## config.mk

```make
export PLATFORM = sky130hd
export DESIGN_NAME = inert_intf_flat
export DESIGN_NICKNAME = d
export VERILOG_FILES = /design/src/rtl/inert_intf_if.sv /design/src/rtl/inert_intf.sv /design/src/flat_wrapper.sv
export SDC_FILE = /design/constraint.sdc
export NUM_CORES = 1
export LEC_CHECK = 0
export CORE_ASPECT_RATIO = 2
export CORE_MARGIN = 2
export CORE_UTILIZATION = 35
export DETAILED_ROUTE_END_ITERATION = 12
export SETUP_SLACK_MARGIN = 0.2
export SLEW_MARGIN = 20
export SYNTH_ARGS = -nofsm -noshare
export SYNTH_HDL_FRONTEND = slang
export SYNTH_SLANG_ARGS = --single-unit
```

## constraint.sdc

```tcl
create_clock -name clk -period 3.5 [get_ports clk]
set_input_delay 1.05 -clock clk [delete_from_list [all_inputs] [get_ports clk]]
set_output_delay 1.05 -clock clk [all_outputs]
set_load 0.005 [all_outputs]
```

## src/rtl/inert_intf_if.sv

```systemverilog
// inert_intf_if: sensor/SPI handshake and pitch outputs shared by inert_intf and its environment
interface inert_intf_if;
  logic INT;
  logic done;
  logic [15:0] rd_data;
  logic wrt;
  logic [15:0] cmd;
  logic vld;
  logic signed [15:0] ptch_rt;
  logic signed [15:0] ptch;
  modport master (input INT, done, rd_data, output wrt, cmd, vld, ptch_rt, ptch);
  modport slave (output INT, done, rd_data, input wrt, cmd, vld, ptch_rt, ptch);
endinterface

```

## src/rtl/inert_intf.sv

```systemverilog
// inert_intf: inertial sensor power-up init, pitch-rate reads and saturating pitch integration.
// Define PTCH_RT_OFFSET_EN to subtract RT_OFFSET (with 16-bit saturation) from each raw rate.
module inert_intf #(
  parameter logic [15:0] PWR_WAIT = 16'hFFFF,
  parameter logic [15:0] INIT_CMD0 = 16'h0D02,
  parameter logic [15:0] INIT_CMD1 = 16'h1062,
  parameter logic [15:0] INIT_CMD2 = 16'h1162,
  parameter logic [15:0] RD_CMD_L = 16'hA400,
  parameter logic [15:0] RD_CMD_H = 16'hA500,
  parameter logic signed [15:0] RT_OFFSET = 16'sh0040
) (
  input logic clk,
  input logic rst,
  inert_intf_if.master bus
);
  typedef enum logic [3:0] {PWR, INIT_WR, INIT_WT, IDLE, RDL_WR, RDL_WT, RDH_WR, RDH_WT, DONE} state_t;
  state_t state, nxt;
  logic [15:0] cnt;
  logic [1:0] idx;
  logic [7:0] lo;
  logic int_m, int_s;
  logic signed [26:0] acc, acc_nxt;
  logic signed [27:0] sum;
  logic signed [15:0] raw, rt_new, rt_q;
  logic [15:0] cmd_q, nxt_cmd;
  logic wrt_q, vld_q;
  logic unused;
  assign unused = ^{bus.rd_data[15:8], RT_OFFSET};
  assign raw = {bus.rd_data[7:0], lo};
`ifdef PTCH_RT_OFFSET_EN
  logic [16:0] diff;
  assign diff = {raw[15], raw} - {RT_OFFSET[15], RT_OFFSET};
  assign rt_new = (diff[16] != diff[15]) ? (diff[16] ? 16'sh8000 : 16'sh7FFF) : diff[15:0];
`else
  assign rt_new = raw;
`endif
  // one guard bit above the 27-bit accumulator detects overflow for saturation
  assign sum = {acc[26], acc} + {{12{rt_new[15]}}, rt_new};
  assign acc_nxt = (sum[27] != sum[26]) ? (sum[27] ? 27'h4000000 : 27'h3FFFFFF) : sum[26:0];
  always_comb begin
    nxt = state;
    case (state)
      PWR: nxt = (cnt == PWR_WAIT) ? INIT_WR : PWR;
      INIT_WR: nxt = INIT_WT;
      INIT_WT: nxt = bus.done ? ((idx == 2'd2) ? IDLE : INIT_WR) : INIT_WT;
      IDLE: nxt = int_s ? RDL_WR : IDLE;
      RDL_WR: nxt = RDL_WT;
      RDL_WT: nxt = bus.done ? RDH_WR : RDL_WT;
      RDH_WR: nxt = RDH_WT;
      RDH_WT: nxt = bus.done ? DONE : RDH_WT;
      default: nxt = IDLE;
    endcase
  end
  // command is registered alongside wrt so it is already valid in the request cycle
  assign nxt_cmd = (nxt == INIT_WR) ? ((state == PWR) ? INIT_CMD0 : (idx == 2'd0) ? INIT_CMD1 : INIT_CMD2) :
                   (nxt == RDL_WR) ? RD_CMD_L : (nxt == RDH_WR) ? RD_CMD_H : cmd_q;
  always_ff @(posedge clk or posedge rst) begin
    if (rst) begin
      state <= PWR;
      cnt <= '0;
      idx <= '0;
      lo <= '0;
      int_m <= 1'b0;
      int_s <= 1'b0;
      acc <= '0;
      rt_q <= '0;
      cmd_q <= '0;
      wrt_q <= 1'b0;
      vld_q <= 1'b0;
    end else begin
      state <= nxt;
      int_m <= bus.INT;
      int_s <= int_m;
      cnt <= (state == PWR && nxt == PWR) ? cnt + 16'd1 : 16'd0;
      idx <= (state == PWR) ? 2'd0 : (state == INIT_WT && bus.done && idx != 2'd2) ? idx + 2'd1 : idx;
      lo <= (state == RDL_WT && bus.done) ? bus.rd_data[7:0] : lo;
      rt_q <= (nxt == DONE) ? rt_new : rt_q;
      acc <= (nxt == DONE) ? acc_nxt : acc;
      cmd_q <= nxt_cmd;
      wrt_q <= (nxt == INIT_WR || nxt == RDL_WR || nxt == RDH_WR);
      vld_q <= (nxt == DONE);
    end
  end
  assign bus.wrt = wrt_q;
  assign bus.cmd = cmd_q;
  assign bus.vld = vld_q;
  assign bus.ptch_rt = rt_q;
  assign bus.ptch = acc[26:11];
endmodule

```

## src/flat_wrapper.sv

```systemverilog
// flat-port wrapper written by rule: the top's interface ports become plain ports
module inert_intf_flat 
#(
  parameter logic [15:0] PWR_WAIT = 16'hFFFF,
  parameter logic [15:0] INIT_CMD0 = 16'h0D02,
  parameter logic [15:0] INIT_CMD1 = 16'h1062,
  parameter logic [15:0] INIT_CMD2 = 16'h1162,
  parameter logic [15:0] RD_CMD_L = 16'hA400,
  parameter logic [15:0] RD_CMD_H = 16'hA500,
  parameter logic signed [15:0] RT_OFFSET = 16'sh0040
)
  (clk, rst, bus_INT, bus_done, bus_rd_data, bus_wrt, bus_cmd, bus_vld, bus_ptch_rt, bus_ptch);
  inert_intf_if bus_i ();
  input logic clk;
  input logic rst;
  input wire logic [$bits(bus_i.INT)-1:0] bus_INT;
  input wire logic [$bits(bus_i.done)-1:0] bus_done;
  input wire logic [$bits(bus_i.rd_data)-1:0] bus_rd_data;
  output wire logic [$bits(bus_i.wrt)-1:0] bus_wrt;
  output wire logic [$bits(bus_i.cmd)-1:0] bus_cmd;
  output wire logic [$bits(bus_i.vld)-1:0] bus_vld;
  output wire logic [$bits(bus_i.ptch_rt)-1:0] bus_ptch_rt;
  output wire logic [$bits(bus_i.ptch)-1:0] bus_ptch;
  assign bus_i.INT = bus_INT;
  assign bus_i.done = bus_done;
  assign bus_i.rd_data = bus_rd_data;
  assign bus_wrt = bus_i.wrt;
  assign bus_cmd = bus_i.cmd;
  assign bus_vld = bus_i.vld;
  assign bus_ptch_rt = bus_i.ptch_rt;
  assign bus_ptch = bus_i.ptch;
  inert_intf #(.PWR_WAIT(PWR_WAIT), .INIT_CMD0(INIT_CMD0), .INIT_CMD1(INIT_CMD1), .INIT_CMD2(INIT_CMD2), .RD_CMD_L(RD_CMD_L), .RD_CMD_H(RD_CMD_H), .RT_OFFSET(RT_OFFSET)) u_core (.clk(clk), .rst(rst), .bus(bus_i));
endmodule
```

==> reports/qor.yml, run 1 <==
synth:
  synth_area_sq_um: 5212
  yosysMostFrequentCell: "nand2_1"
  ys_types: 60
  synth_edf_count: 0
  synth_top_cell_area_share_pct: 39.85
  syn_inst: 583
  avgSynthCellArea_sq_um: 8.941
  ys_top_cells_by_count: "nand2_1 (105), dfrtp_1 (83), a21oi_1 (54)"
  synthArstFlopShare_pct: 100.0
  synth_area_leaders: "dfrtp_1 (40%), nand2_1 (7.6%), ha_1 (7.2%), a21oi_1 (5.2%), buf_4 (3.9%)"
  ys_warn_count: 0
  yosysTopAreaCell: "dfrtp_1"
  ys_ff_latch: 83
  yosysSeqAreaShare_pct: 39.85
  synth_flop_cell: "dfrtp_1"
finish:
  diodes: 0
  seq_area_sq_um: 2077
  nFillCells: 1460
  multi_input_area_sq_um: 2888
  area_growth_pct: 32.02
  final_area_sq_um: 6882
  final_nets: 750
  drive_gt1_share_pct: 22.87
grt:
  gr-total-overflow: 0
  grt_pass1_vias: 4339
  grt_pass1_wl_um: 21480
  grt_max_degree: 49
  antenna_found_initial: 0
  grt_usage_pct: 16.52
route:
  num_vias: 4480
  routed_via_density: 4.983
  drt-total-wl_um: 12860
  post-route-drc-count: 0
  first_iter_violations: 248
  final_antenna_net_count: 0
  drtPass1Iterations: 4
  wl_per_cell_um: 14.30
timing:
  tightestPinTransition_ns: 0.8498
  max_freq_mhz: 309.0
  fin_skew_ns: 0.008833
  postLayoutSetupSlackWorst_ns: 0.2637
  period_needed_ns: 3.236
  post-route-period-util_pct: 92.47
  hold_slack_ns: 0.3580
  hold_violations: 0
  maxSlewViolCount: 0
  timing.slew.headroom_pct: 42.83
  rsz0062_at_grt: "no"
  setup_violations: 0
setup_path:
  crit_chain: "dlygate4sd2_1 -> buf_4 -> buf_12 -> ha_1 -> a21o_1 -> a21oi_2 -> nor2_1 -> o21a_1 -> a211o_4 -> xor2_4 -> buf_4 -> o21ai_4 -> buf_6 -> o21ai_0"
  cp_data_required_time_ns: 3.73
  worstSetupEndpointType: "flop"
  crit_path_max_incr_delay_ns: 0.29
  crit_buf_inv: 5
  crit_fanout: 7
  start_kind: "primary input"
  cp_slowest_cell: "dlygate4sd2_1"
  path_class: "primary input to flop"
  crit_path_frequent_cell: "buf_4"
  critical_path.top_delay_family: "compound AO/OA/AOI/OAI gates"
  arrival_ns: 3.47
floorplanning:
  pin_count: 70
  rows: 63
  die_area_sq_um: 15940
  die_h_um: 176.6
  core_area_sq_um: 14660
  die_x_um: 90.29
  initial_core_util_pct: 35.55
placed_design:
  io_buffer_count: 54
  pre_cts_ws_ns: -0.4416
  place_hpwl_um: 9252
  routabilityCongestion: 0.9114
  placed_cell_area_sq_um: 6399
clock_tree:
  cts_num_sinks: 83
  cts.clk_slew.worst_paths_ns: 0.07
  htreeDepth: 3
  clock_latency_ns: 0.35
  cts_buffer_depth: 2
  numCtsBuffers: 9
  cts_tree: "done"
  hold_buffers: 0
  root_buffer: "clkbuf_16"
power:
  powerDensity_nw_per_um2: 916.2
  total_power_mw: 6.305
  p_leak_nw: 3.227
  irDropWorstVdd_mv: 0.3629
status:
  status: "finished clean"
min_path:
  min_path_type: "flop to flop"
flow_run:
  maxCapViolCount: 0
## power breakdown
group / internal (mW) / switching, mW / leakage [nW]
sequential: 1.29 / 0.272 / 1.07
clock: 0.508 / 0.462 / 0.148
combinational: 1.93 / 1.85 / 2.01
total: 3.72 / 2.58 / 3.23
## registers in the layout (all words and copies together) (netlist names), 2 cells and up
signal,cells
u_core.lo,8
u_core.state,4
u_core.cnt,16
u_core.idx,2
u_core.bus.ptch_rt,16
u_core.bus.cmd,6
u_core.acc,27
## path summary, 6_finish.rpt
kind | startpoint | end | slack, ns | cells past startpoint
worst max-delay path | bus_rd_data[7] | u_core.acc[19] | 0.26 | 14
worst min-delay path | u_core.int_m | u_core.int_s | 0.36 | 0
worst max register to register | u_core.lo[0] | u_core.acc[19] | 0.49 | 12
worst min register to register | u_core.int_m | u_core.int_s | 0.36 | 0
max in group asynchronous | rst | u_core.acc[15] | 1.75 | 3
min in group asynchronous | rst | u_core.cnt[5] | 1.09 | 2
## area by class of cell
| type | instances | area share [%] |
|---|---|---|
| timing repair buffer | 147 | 19.16 |
| inverter | 15 | 0.8364 |
| clock inverter | 7 | 1.036 |
| clock buffer | 9 | 3.273 |
| multi-input combinational | 443 | 41.96 |
| sequential | 83 | 30.18 |
| tap | 195 | 3.545 |
## metal layers
metal,routed length [um],vias up,GRT usage (%)
li1,-,2239,-
met1,6199,2153,22.47
met2,5985,75,26.35
met3,443,13,3.158
met4,229,0,5.769
met5,0,-,0
## timing repair
item | in CTS | in global routing
setup buffers | 0 | 4
cloned | 0 | 1
setup endpoints to repair | 27 | 27
pin swaps | 5 | 8
resized for setup | 23 | 19
## layout by cell type, fill, tap and decap left out, types with 7 or more instances in the layout
master,synthesis,final
a21o_1,7,7
a21oi_1,54,49
a21oi_2,2,7
and3_1,10,10
buf_4,27,84
clkbuf_16,0,10
clkdlybuf4s50_1,0,46
conb_1,1,7
dfrtp_1,83,83
ha_1,30,24
inv_1,14,13
mux2_2,9,9
nand2_1,105,105
nand3_1,11,11
nand4_1,9,9
nor2_1,37,36
o21ai_0,31,22
o21ai_1,12,21
o21ai_2,11,11
xnor2_1,19,19
xor2_1,18,18
## worst reg2reg max path, cell delays in order (launching register included)
cell	delay, ns
dfrtp_1	0.42
ha_1	0.24
fa_1	0.43
a211oi_1	0.33
o21ai_2	0.15
nand4_2	0.14
a21oi_2	0.09
a211o_4	0.36
xor2_4	0.16
buf_4	0.15
o21ai_4	0.16
buf_6	0.16
o21ai_0	0.09
## kinds of logic (layout without fill, tap and decap cells)
logic type	Yosys count	count (layout)	synth area share, %
AO/OA/AOI/OAI	162	162	19.95
XOR/XNOR	38	38	6.745
adder cells (fa/ha/maj)	31	31	7.585
buffers and inverters	63	178	7.225
flip-flops	83	83	39.85
multiplexers	9	9	1.944
other	1	7	0.07194
AND/OR/NAND/NOR	196	196	16.63
## through the flow
step | utilization (%) | instances | TNS [ns]
2_1_floorplan | - | 589 | 0
3_3_place_gp | 43.64 | 878 | -8.402
6_report | 46.94 | 899 | 0
4_1_cts | 46.28 | 894 | 0
5_1_grt | 46.94 | 899 | 0
3_5_place_dp | 43.64 | 878 | -9.317
(Power assumes the default switching activity.)
==> inputs of run 2 (changes only) <==
--- a/config.mk
+++ b/config.mk
@@ -5,6 +5,7 @@
 export SDC_FILE = /design/constraint.sdc
 export NUM_CORES = 1
 export LEC_CHECK = 0
+export CAP_MARGIN = 5
 export CORE_ASPECT_RATIO = 2
 export CORE_MARGIN = 2
 export CORE_UTILIZATION = 35
==> results of run 2 <==
Same layout as run 1: the final DEF is identical, and so are final timing and power.
